==> src/rtl/isp_1bit_morph.sv <==
// 3x3 binary morphology stage (bypass / erode / dilate / majority) on a raster
// stream of 1-bit pixels, with two line buffers and a fixed 2-cycle latency.
module isp_1bit_morph #(
  parameter int   IMG_W  = 640,
  parameter int   IMG_H  = 480,
  parameter int   MAJ_TH = 5,
  parameter logic BORDER = 1'b0
) (
  input  logic        sys_clk,
  input  logic        sys_rst_n,
  input  logic        wr_en,
  input  logic        sof,
  input  logic [1:0]  mode,
  input  logic        img_1bit_in,
  output logic        morph_wr_en,
  output logic        img_1bit_out,
  output logic [15:0] morph_rgb565
);

  localparam int CW = (IMG_W > 1) ? $clog2(IMG_W) : 1;
  localparam int RW = (IMG_H > 1) ? $clog2(IMG_H) : 1;
  localparam logic [CW-1:0] COL_LAST = CW'(IMG_W - 1);
  localparam logic [RW-1:0] ROW_LAST = RW'(IMG_H - 1);
  localparam logic [3:0]    MAJ_TH_4 = 4'(MAJ_TH);

  typedef enum logic [1:0] {
    MODE_BYPASS = 2'd0,
    MODE_ERODE  = 2'd1,
    MODE_DILATE = 2'd2,
    MODE_MAJ    = 2'd3
  } mode_e;

  logic [CW-1:0] r_col;
  logic [RW-1:0] r_row;
  mode_e         r_mode_q;

  logic          r_buf1 [IMG_W];
  logic          r_buf2 [IMG_W];

  logic [2:0]    r_win0;
  logic [2:0]    r_win1;
  logic [2:0]    r_win2;
  logic          r_border_s1;
  mode_e         r_mode_s1;
  logic          r_vld_s1;

  logic          r_vld_s2;
  logic          r_out;
  logic [15:0]   r_rgb;

  logic [CW-1:0] w_pos_col;
  logic [RW-1:0] w_pos_row;
  logic [CW-1:0] w_nxt_col;
  logic [RW-1:0] w_nxt_row;
  logic          w_frame_start;
  mode_e         w_mode_eff;
  logic [2:0]    w_col_new;
  logic [8:0]    w_win9;
  logic [3:0]    w_ones;
  logic          w_result;

  // sof overrides the counters so the pixel accepted alongside it is (0,0)
  assign w_pos_col = sof ? '0 : r_col;
  assign w_pos_row = sof ? '0 : r_row;

  always_comb begin
    w_nxt_col = w_pos_col + CW'(1);
    w_nxt_row = w_pos_row;
    if (w_pos_col == COL_LAST) begin
      w_nxt_col = '0;
      w_nxt_row = (w_pos_row == ROW_LAST) ? '0 : w_pos_row + RW'(1);
    end
  end

  assign w_frame_start = sof | (wr_en & (w_pos_col == '0) & (w_pos_row == '0));
  assign w_mode_eff    = w_frame_start ? mode_e'(mode) : r_mode_q;

  always_ff @(posedge sys_clk or negedge sys_rst_n) begin
    if (!sys_rst_n) begin
      r_col    <= '0;
      r_row    <= '0;
      r_mode_q <= MODE_BYPASS;
    end else begin
      if (wr_en) begin
        r_col <= w_nxt_col;
        r_row <= w_nxt_row;
      end else if (sof) begin
        r_col <= '0;
        r_row <= '0;
      end
      if (w_frame_start) begin
        r_mode_q <= mode_e'(mode);
      end
    end
  end

  // Line buffers carry no reset; rows 0-1 are forced to BORDER before any read matters
  always_ff @(posedge sys_clk) begin
    if (wr_en) begin
      r_buf2[w_pos_col] <= r_buf1[w_pos_col];
      r_buf1[w_pos_col] <= img_1bit_in;
    end
  end

  // Column bits ordered {row-2, row-1, row}
  assign w_col_new = {r_buf2[w_pos_col], r_buf1[w_pos_col], img_1bit_in};

  // Mode travels with each pixel so a later sof cannot alter pixels in flight
  always_ff @(posedge sys_clk or negedge sys_rst_n) begin
    if (!sys_rst_n) begin
      r_win0      <= '0;
      r_win1      <= '0;
      r_win2      <= '0;
      r_border_s1 <= 1'b0;
      r_mode_s1   <= MODE_BYPASS;
      r_vld_s1    <= 1'b0;
    end else begin
      r_vld_s1 <= wr_en;
      if (wr_en) begin
        r_win0      <= r_win1;
        r_win1      <= r_win2;
        r_win2      <= w_col_new;
        r_border_s1 <= (w_pos_row < RW'(2)) || (w_pos_col < CW'(2));
        r_mode_s1   <= w_mode_eff;
      end
    end
  end

  assign w_win9 = {r_win0, r_win1, r_win2};

  always_comb begin
    w_ones = '0;
    for (int i = 0; i < 9; i++) begin
      w_ones = w_ones + {3'b000, w_win9[i]};
    end
  end

  always_comb begin
    w_result = BORDER;
    if (!r_border_s1) begin
      case (r_mode_s1)
        MODE_BYPASS: w_result = r_win1[1];
        MODE_ERODE:  w_result = &w_win9;
        MODE_DILATE: w_result = |w_win9;
        MODE_MAJ:    w_result = (w_ones >= MAJ_TH_4);
        default:     w_result = BORDER;
      endcase
    end
  end

  always_ff @(posedge sys_clk or negedge sys_rst_n) begin
    if (!sys_rst_n) begin
      r_vld_s2 <= 1'b0;
      r_out    <= 1'b0;
      r_rgb    <= 16'h0000;
    end else begin
      r_vld_s2 <= r_vld_s1;
      if (r_vld_s1) begin
        r_out <= w_result;
        r_rgb <= {16{w_result}};
      end
    end
  end

  assign morph_wr_en  = r_vld_s2;
  assign img_1bit_out = r_out;
  assign morph_rgb565 = r_rgb;

endmodule

==> config.mk <==
export PLATFORM = sky130hd
export DESIGN_NAME = isp_1bit_morph
export DESIGN_NICKNAME = d
export VERILOG_FILES = /design/src/rtl/isp_1bit_morph.sv
export SDC_FILE = /design/constraint.sdc
export NUM_CORES = 2
export LEC_CHECK = 0
export BUFFER_PORTS_ARGS = -buffer_cell sky130_fd_sc_hd__clkbuf_2
export CAP_MARGIN = 20
export CORE_MARGIN = 2
export CORE_UTILIZATION = 40
export DETAILED_ROUTE_END_ITERATION = 16
export GPL_ROUTABILITY_DRIVEN = 0
export GPL_TIMING_DRIVEN = 1
export PLACE_DENSITY_LB_ADDON = 0.2
export SKIP_CTS_REPAIR_TIMING = 1
export SYNTH_ARGS = -nofsm -noshare
export SYNTH_HDL_FRONTEND = slang
export SYNTH_SLANG_ARGS = --single-unit
==> constraint.sdc <==
create_clock -name sys_clk -period 24.4 [get_ports sys_clk]
set_input_delay 3.66 -clock sys_clk [delete_from_list [all_inputs] [get_ports sys_clk]]
set_output_delay 3.66 -clock sys_clk [all_outputs]
set_load 0.01 [all_outputs]
## Word level (Yosys, flattened, before mapping)

Memories as Yosys holds them, arrays and structs flattened. A register that Yosys moved wholly into a read port is not among the register bits.
Index checks and enable logic that the tools add are counted.

- Bits in registers: 37
- Memory bits (writable): 1280
- Logic and storage cells: 54
- Memories: 2

- Add/sub/neg operators: 10
- Order comparisons: 3
- Equal/unequal tests: 5
- Multiplexer cells: 12
- Bitwise operators: 3
- Reductions and logical operators: 7

Memory list:

| name | depth | width | rd ports | clocked after memory_dff | wr ports | RTL line | text |
|---|---|---|---|---|---|---|---|
| r_buf1 | 640 | 1 | 1 | 0 | 1 | 37 | `logic r_buf1 [IMG_W];` |
| r_buf2 | 640 | 1 | 1 | 1 | 1 | 38 | `logic r_buf2 [IMG_W];` |

Operator list:

| operator | count |
|---|---|
| two-way mux 9 bit | 4 |
| two-way mux 10 bit | 3 |
| adder 4 x 1 -> 4 bit | 5 |
| adder 10 x 1 -> 10 bit (second input constant) | 1 |
| equality test 10 bit (second input constant) | 1 |
| logical NOT 10 bit | 1 |
| < comparator 10 x 2 -> 1 bit (second input constant) | 1 |
| adder 9 x 1 -> 9 bit (second input constant) | 1 |
| equality test 9 bit (second input constant) | 1 |
| logical NOT 9 bit | 1 |
| < comparator 9 x 2 -> 1 bit (second input constant) | 1 |
| AND reduction 9 bit | 1 |
| OR reduction 9 bit | 1 |
| adder 3 x 1 -> 4 bit | 1 |
| equality test 2 bit (second input constant) | 2 |
| greater-or-equal comparator 4 x 3 -> 1 bit (second input constant) | 1 |
| one-hot mux 1 bit (4 select lines) | 1 |
| adder 2 x 1 -> 3 bit | 1 |
| two-way mux 1 bit | 3 |
| adder 1 x 1 -> 2 bit | 1 |
| bitwise AND 1 bit | 2 |
| equality test 2 x 1 -> 1 bit (second input constant) | 1 |
| logical NOT 2 bit | 1 |
| two-way mux 2 bit | 1 |
| 3 further kinds | 3 |

## Longest topological paths before layout

- Word-level depth: 11
- Gate-level depth with buffers: 18

## Worst setup path after synthesis

OpenSTA, ideal clock, no wires.

- Path type: input-to-reg
- Start: input sof
- End: memory r_buf2[0] (data pin)
- Arrival: 22526 ps
- Slack: -1761 ps
- Cell stages on the path: 12
- Buffers on the path: 3
- Path through: nand2b_1 > buf_4 > inv_6 > buf_6 > buf_2 > o221ai_1 > o21ai_0 > a22oi_1 > a221oi_1 > o31ai_1 > a221o_1 > a21oi_1

- Longest elaborated chain between the ends: 2

Ends and longest elaborated chain:

| element | RTL line | text |
|---|---|---|
| from (decl) | 12 | `input logic sof,` |
| two-way mux 10 bit | n/a |  |
| memory read (640 x 1 bit) | n/a |  |
| net w_col_new[1] | 57 | `logic [2:0] w_col_new;` |
| to (decl) | 38 |  |

The timed path passes the listed nets, and every way through them passes these cells.

## Worst setup path after layout

- Start: input sof
- End: memory r_buf2[169] (data pin)

The elaborated chain is that of the path after synthesis.

==> results.md <==
* Status: finished clean
* Asr flop ratio synth at 0.0274
* Power, Total at 4.95 mW
* Via/cell ratio at 6.04
* Worst path required time at 24.83 ns
* Synth Instances at 3948
* Hold_sp: r_vld_s1
* H-tree depth at 4
* Setup WS pre-CTS at 13.54 ns
* Max-Cap Viols at 0
* FF+latch count, synth at 1316
* Peak supply drop at 0.0719 mV
* Layout net count at 3905
* Power Density at 80.3 mW/mm^2
* Setup TNS at 0 ns
* Clk sink count at 1316
* Final worst setup slack at 14.39 ns
* Compound-Gate Fraction of Synth Area at 0.0808
* Layout cell share with drive strength beyond 1 at 0.142
* RSZ-0062 raised after global routing: false
* Crit path launch type: primary input
* Max-Slew Margin vs Limit at 0.214
* Worst reg2reg path depth at 14
* CP endpoint kind: flip-flop
* CTS max path bufs at 3
* Ys flop type: edfxtp_1
* Cell row count at 136
* Chip Width at 375 microns
* Slew @ Worst Pin at 1.18 ns
* TritonCTS Buffers at 144
* Final ANT Viol Nets at 0
* Critical path class: primary input to flip-flop
* Placed cell areas at 0.0571 sq mm
* Post-layout util at 0.449
* Final non-filler cell total at 5792
* CP arrival at 10.44 ns
* Clock power frac at 0.426
* Die Y at 375 microns
* Fin area at 0.0616 sq mm
* Starting density of the core at 0.402
* Slew Limit Fails at 0
* Simple-gate share of the synthesized area at 0.0921
* Post-synthesis mux area share at 0.0767
* Initial antenna violation count at 5
* First-pass GRT wire length at 248000 microns
* FF-to-FF End: r_buf2[169]
* WHS at 0.388 ns
* Sw frac at 0.229
* Post-Synth Adder-Cell Area at 0.00408
* EDFF count, synth at 1280
* Congestion Overflow GR at 0
* Register share of total power at 0.511
* Sequential fraction of the synthesis area at 0.713
* Worst Hold Depth at 0
* FF-to-FF setup slack at 17.04 ns
* Filler cells at 12309
* # diodes at 0
* Crit Path Max Fanout at 257
* DRT iter0 DRCs at 4784
* Register area at 0.0393 sq mm
* Avg WL per Cell at 30.1 microns
* Hold violation count in the final report at 0
* Fmax at 99.9 MHz
* Routed WL at 174000 microns
* CORE AREA at 0.137 sq mm
* Post-route DRC at 0
* Clock-pin slew on the worst setup and hold paths at 0.06 ns
* Clk_lat worst skew at 0.78 ns
* Setup Skew at 0.0334 ns
* Count of input and output buffers at 24
* Pre-antenna DRT Iters at 7
* Comb power frac at 0.063
* Multi-input combinational cell area at 0.0143 sq mm
* LEAKAGE at 18.9 nW
* Synth cell types at 73
* Synth Cell Area at 0.0551 sq mm
* Die Area at 0.141 sq mm
* Period minus WS final at 10.01 ns
* Hold path endpoint: morph_wr_en
* Routed via count at 34965
* DP HPWL at 98400 microns
* Synthesized area per cell at 14.0 sq um
* Total global-route track usage at 0.244
* CTS tree: done
* DP Cell Count at 5529
* Root Driver: clkbuf_16
* Syn nets at 3970
* Internal power at 3.82 mW
* Largest family of logic cells by synthesized area: simple AND/OR/NAND/NOR gates
* I/O pin cnt at 25
* NetSw at 1.13 mW
* Largest net degree at the start of global routing at 258
* Tcrit/Tclk final at 0.410
* Worst r2r src: r_col[2]
* Vias in the first global route at 33892
* Ys Warns at 0
* Setup violators final at 0
* Post-Synth XOR/XNOR Area at 0.00159
* P&R area growth vs syn at 11.8%
* Hold crit path type: flip-flop to flip-flop
-- sequential cells by signal, summed over array words and instances (netlist names), 2 cells and up --
| name | flops |
|---|---|
| r_mode_q | 2 |
| r_win1 | 3 |
| r_col | 10 |
| r_buf1 | 640 |
| r_win0 | 3 |
| r_win2 | 3 |
| r_buf2 | 640 |
| r_mode_s1 | 2 |
| r_row | 9 |
-- worst max-delay path by stage --
stage          startpoint           to  slack [ns]  cells after the start
6_report              sof  r_buf2[169]       14.39                     15
5_1_grt               sof  r_buf2[329]       14.20                     15
4_1_cts               sof  r_buf2[347]       14.36                     14
3_5_place_dp          sof  r_buf2[174]       13.54                     14
3_3_place_gp          sof  r_buf2[182]       13.49                     14
2_1_floorplan         sof    r_buf2[0]        6.74                     12
-- cells in the mapped netlist, drive strengths merged, types with 5 or more instances --
library cell,number,share of area
a2111oi,7,0.0012
a211oi,34,0.0046
a21oi,137,0.012
a221o,5,0.00091
a221oi,73,0.012
a22o,5,0.00079
a22oi,9,0.0012
a311oi,23,0.0037
a31oi,50,0.0057
a41oi,6,0.00095
and2,6,0.00068
buf,139,0.015
clkbuf,213,0.014
dfrtp,36,0.016
edfxtp,1280,0.70
fa,5,0.0018
ha,10,0.0023
inv,31,0.0022
mux2,127,0.026
mux2i,158,0.029
mux4,54,0.022
nand2,294,0.020
nand2b,17,0.0019
nand3,93,0.0084
nand4,16,0.0018
nor2,682,0.046
nor2b,37,0.0042
nor3,22,0.0020
nor3b,12,0.0016
nor4,13,0.0015
o211ai,14,0.0019
o21ai,143,0.013
o21bai,7,0.00095
o221ai,69,0.011
o22ai,55,0.0062
or2,13,0.0015
xnor2,7,0.0011
-- cells in the final DEF, fill, tap and decap left out, drive strengths merged, types with 13 or more instances in the layout --
master / netlist / layout
mux2: 127 / 127
o221ai: 69 / 69
nor2b: 37 / 37
mux4: 54 / 54
or2: 13 / 13
clkbuf: 213 / 210
o22ai: 55 / 55
nand2b: 17 / 17
a211oi: 34 / 34
nor2: 682 / 682
o211ai: 14 / 14
nor3: 22 / 22
buf: 139 / 118
a221oi: 73 / 73
edfxtp: 1280 / 1280
a31oi: 50 / 50
nand3: 93 / 93
nand2: 294 / 294
nor4: 13 / 13
clkinv: 1 / 58
dfrtp: 36 / 36
nand4: 16 / 16
inv: 31 / 40
mux2i: 158 / 158
a21oi: 137 / 137
a311oi: 23 / 23
o21ai: 143 / 143
-- layer usage --
metal  vias up  part of all wire  track usage
li1      14851                 -            -
met1     18061              0.42        0.346
met2      1741              0.46        0.379
met3       312             0.080       0.0398
met4         0             0.038       0.0924
met5         -                 0            0
-- power groups by stage --
stage	Sequential [mW]	Combinational (mW)	Clock (mW)
floorplan	2.60	0.189	0
global placement	2.58	0.307	0
global route	2.53	0.335	2.22
finish	2.53	0.313	2.11
detailed placement	2.58	0.310	0
CTS	2.53	0.310	2.14
-- cells by family (layout without fill, tap and decap cells) --
group	Yosys count	after routing
buffers and inverters	384	434
and+or+nand+nor	1218	1218
xor gates and xnor gates	10	10
adders and majority gates	15	15
DFF	1316	1316
muxes	339	339
AOI/OAI and AO/OA	666	666
-- worst max-delay path, stage by stage --
cell and delay (ns):
buf_6 0.38, nand2b_4 0.23, buf_4 0.69, buf_4 0.66, o221ai_1 0.22, o21ai_0 0.12
a22oi_1 0.17, a221oi_1 0.84, o31ai_1 0.32, a221o_1 0.45, a21oi_4 0.15, buf_12 0.76
buf_4 0.44, buf_16 0.33, buf_4 0.78
-- cell type report --
class / count / share of cell area
clock buffer: 187 / 0.0628
clock inverter: 74 / 0.0103
inverter: 32 / 0.00219
multi-input combinational: 2248 / 0.232
sequential: 1316 / 0.638
tap: 1794 / 0.0364
timing repair buffer: 141 / 0.0184
Note: power is estimated with default switching activity, not from simulation.
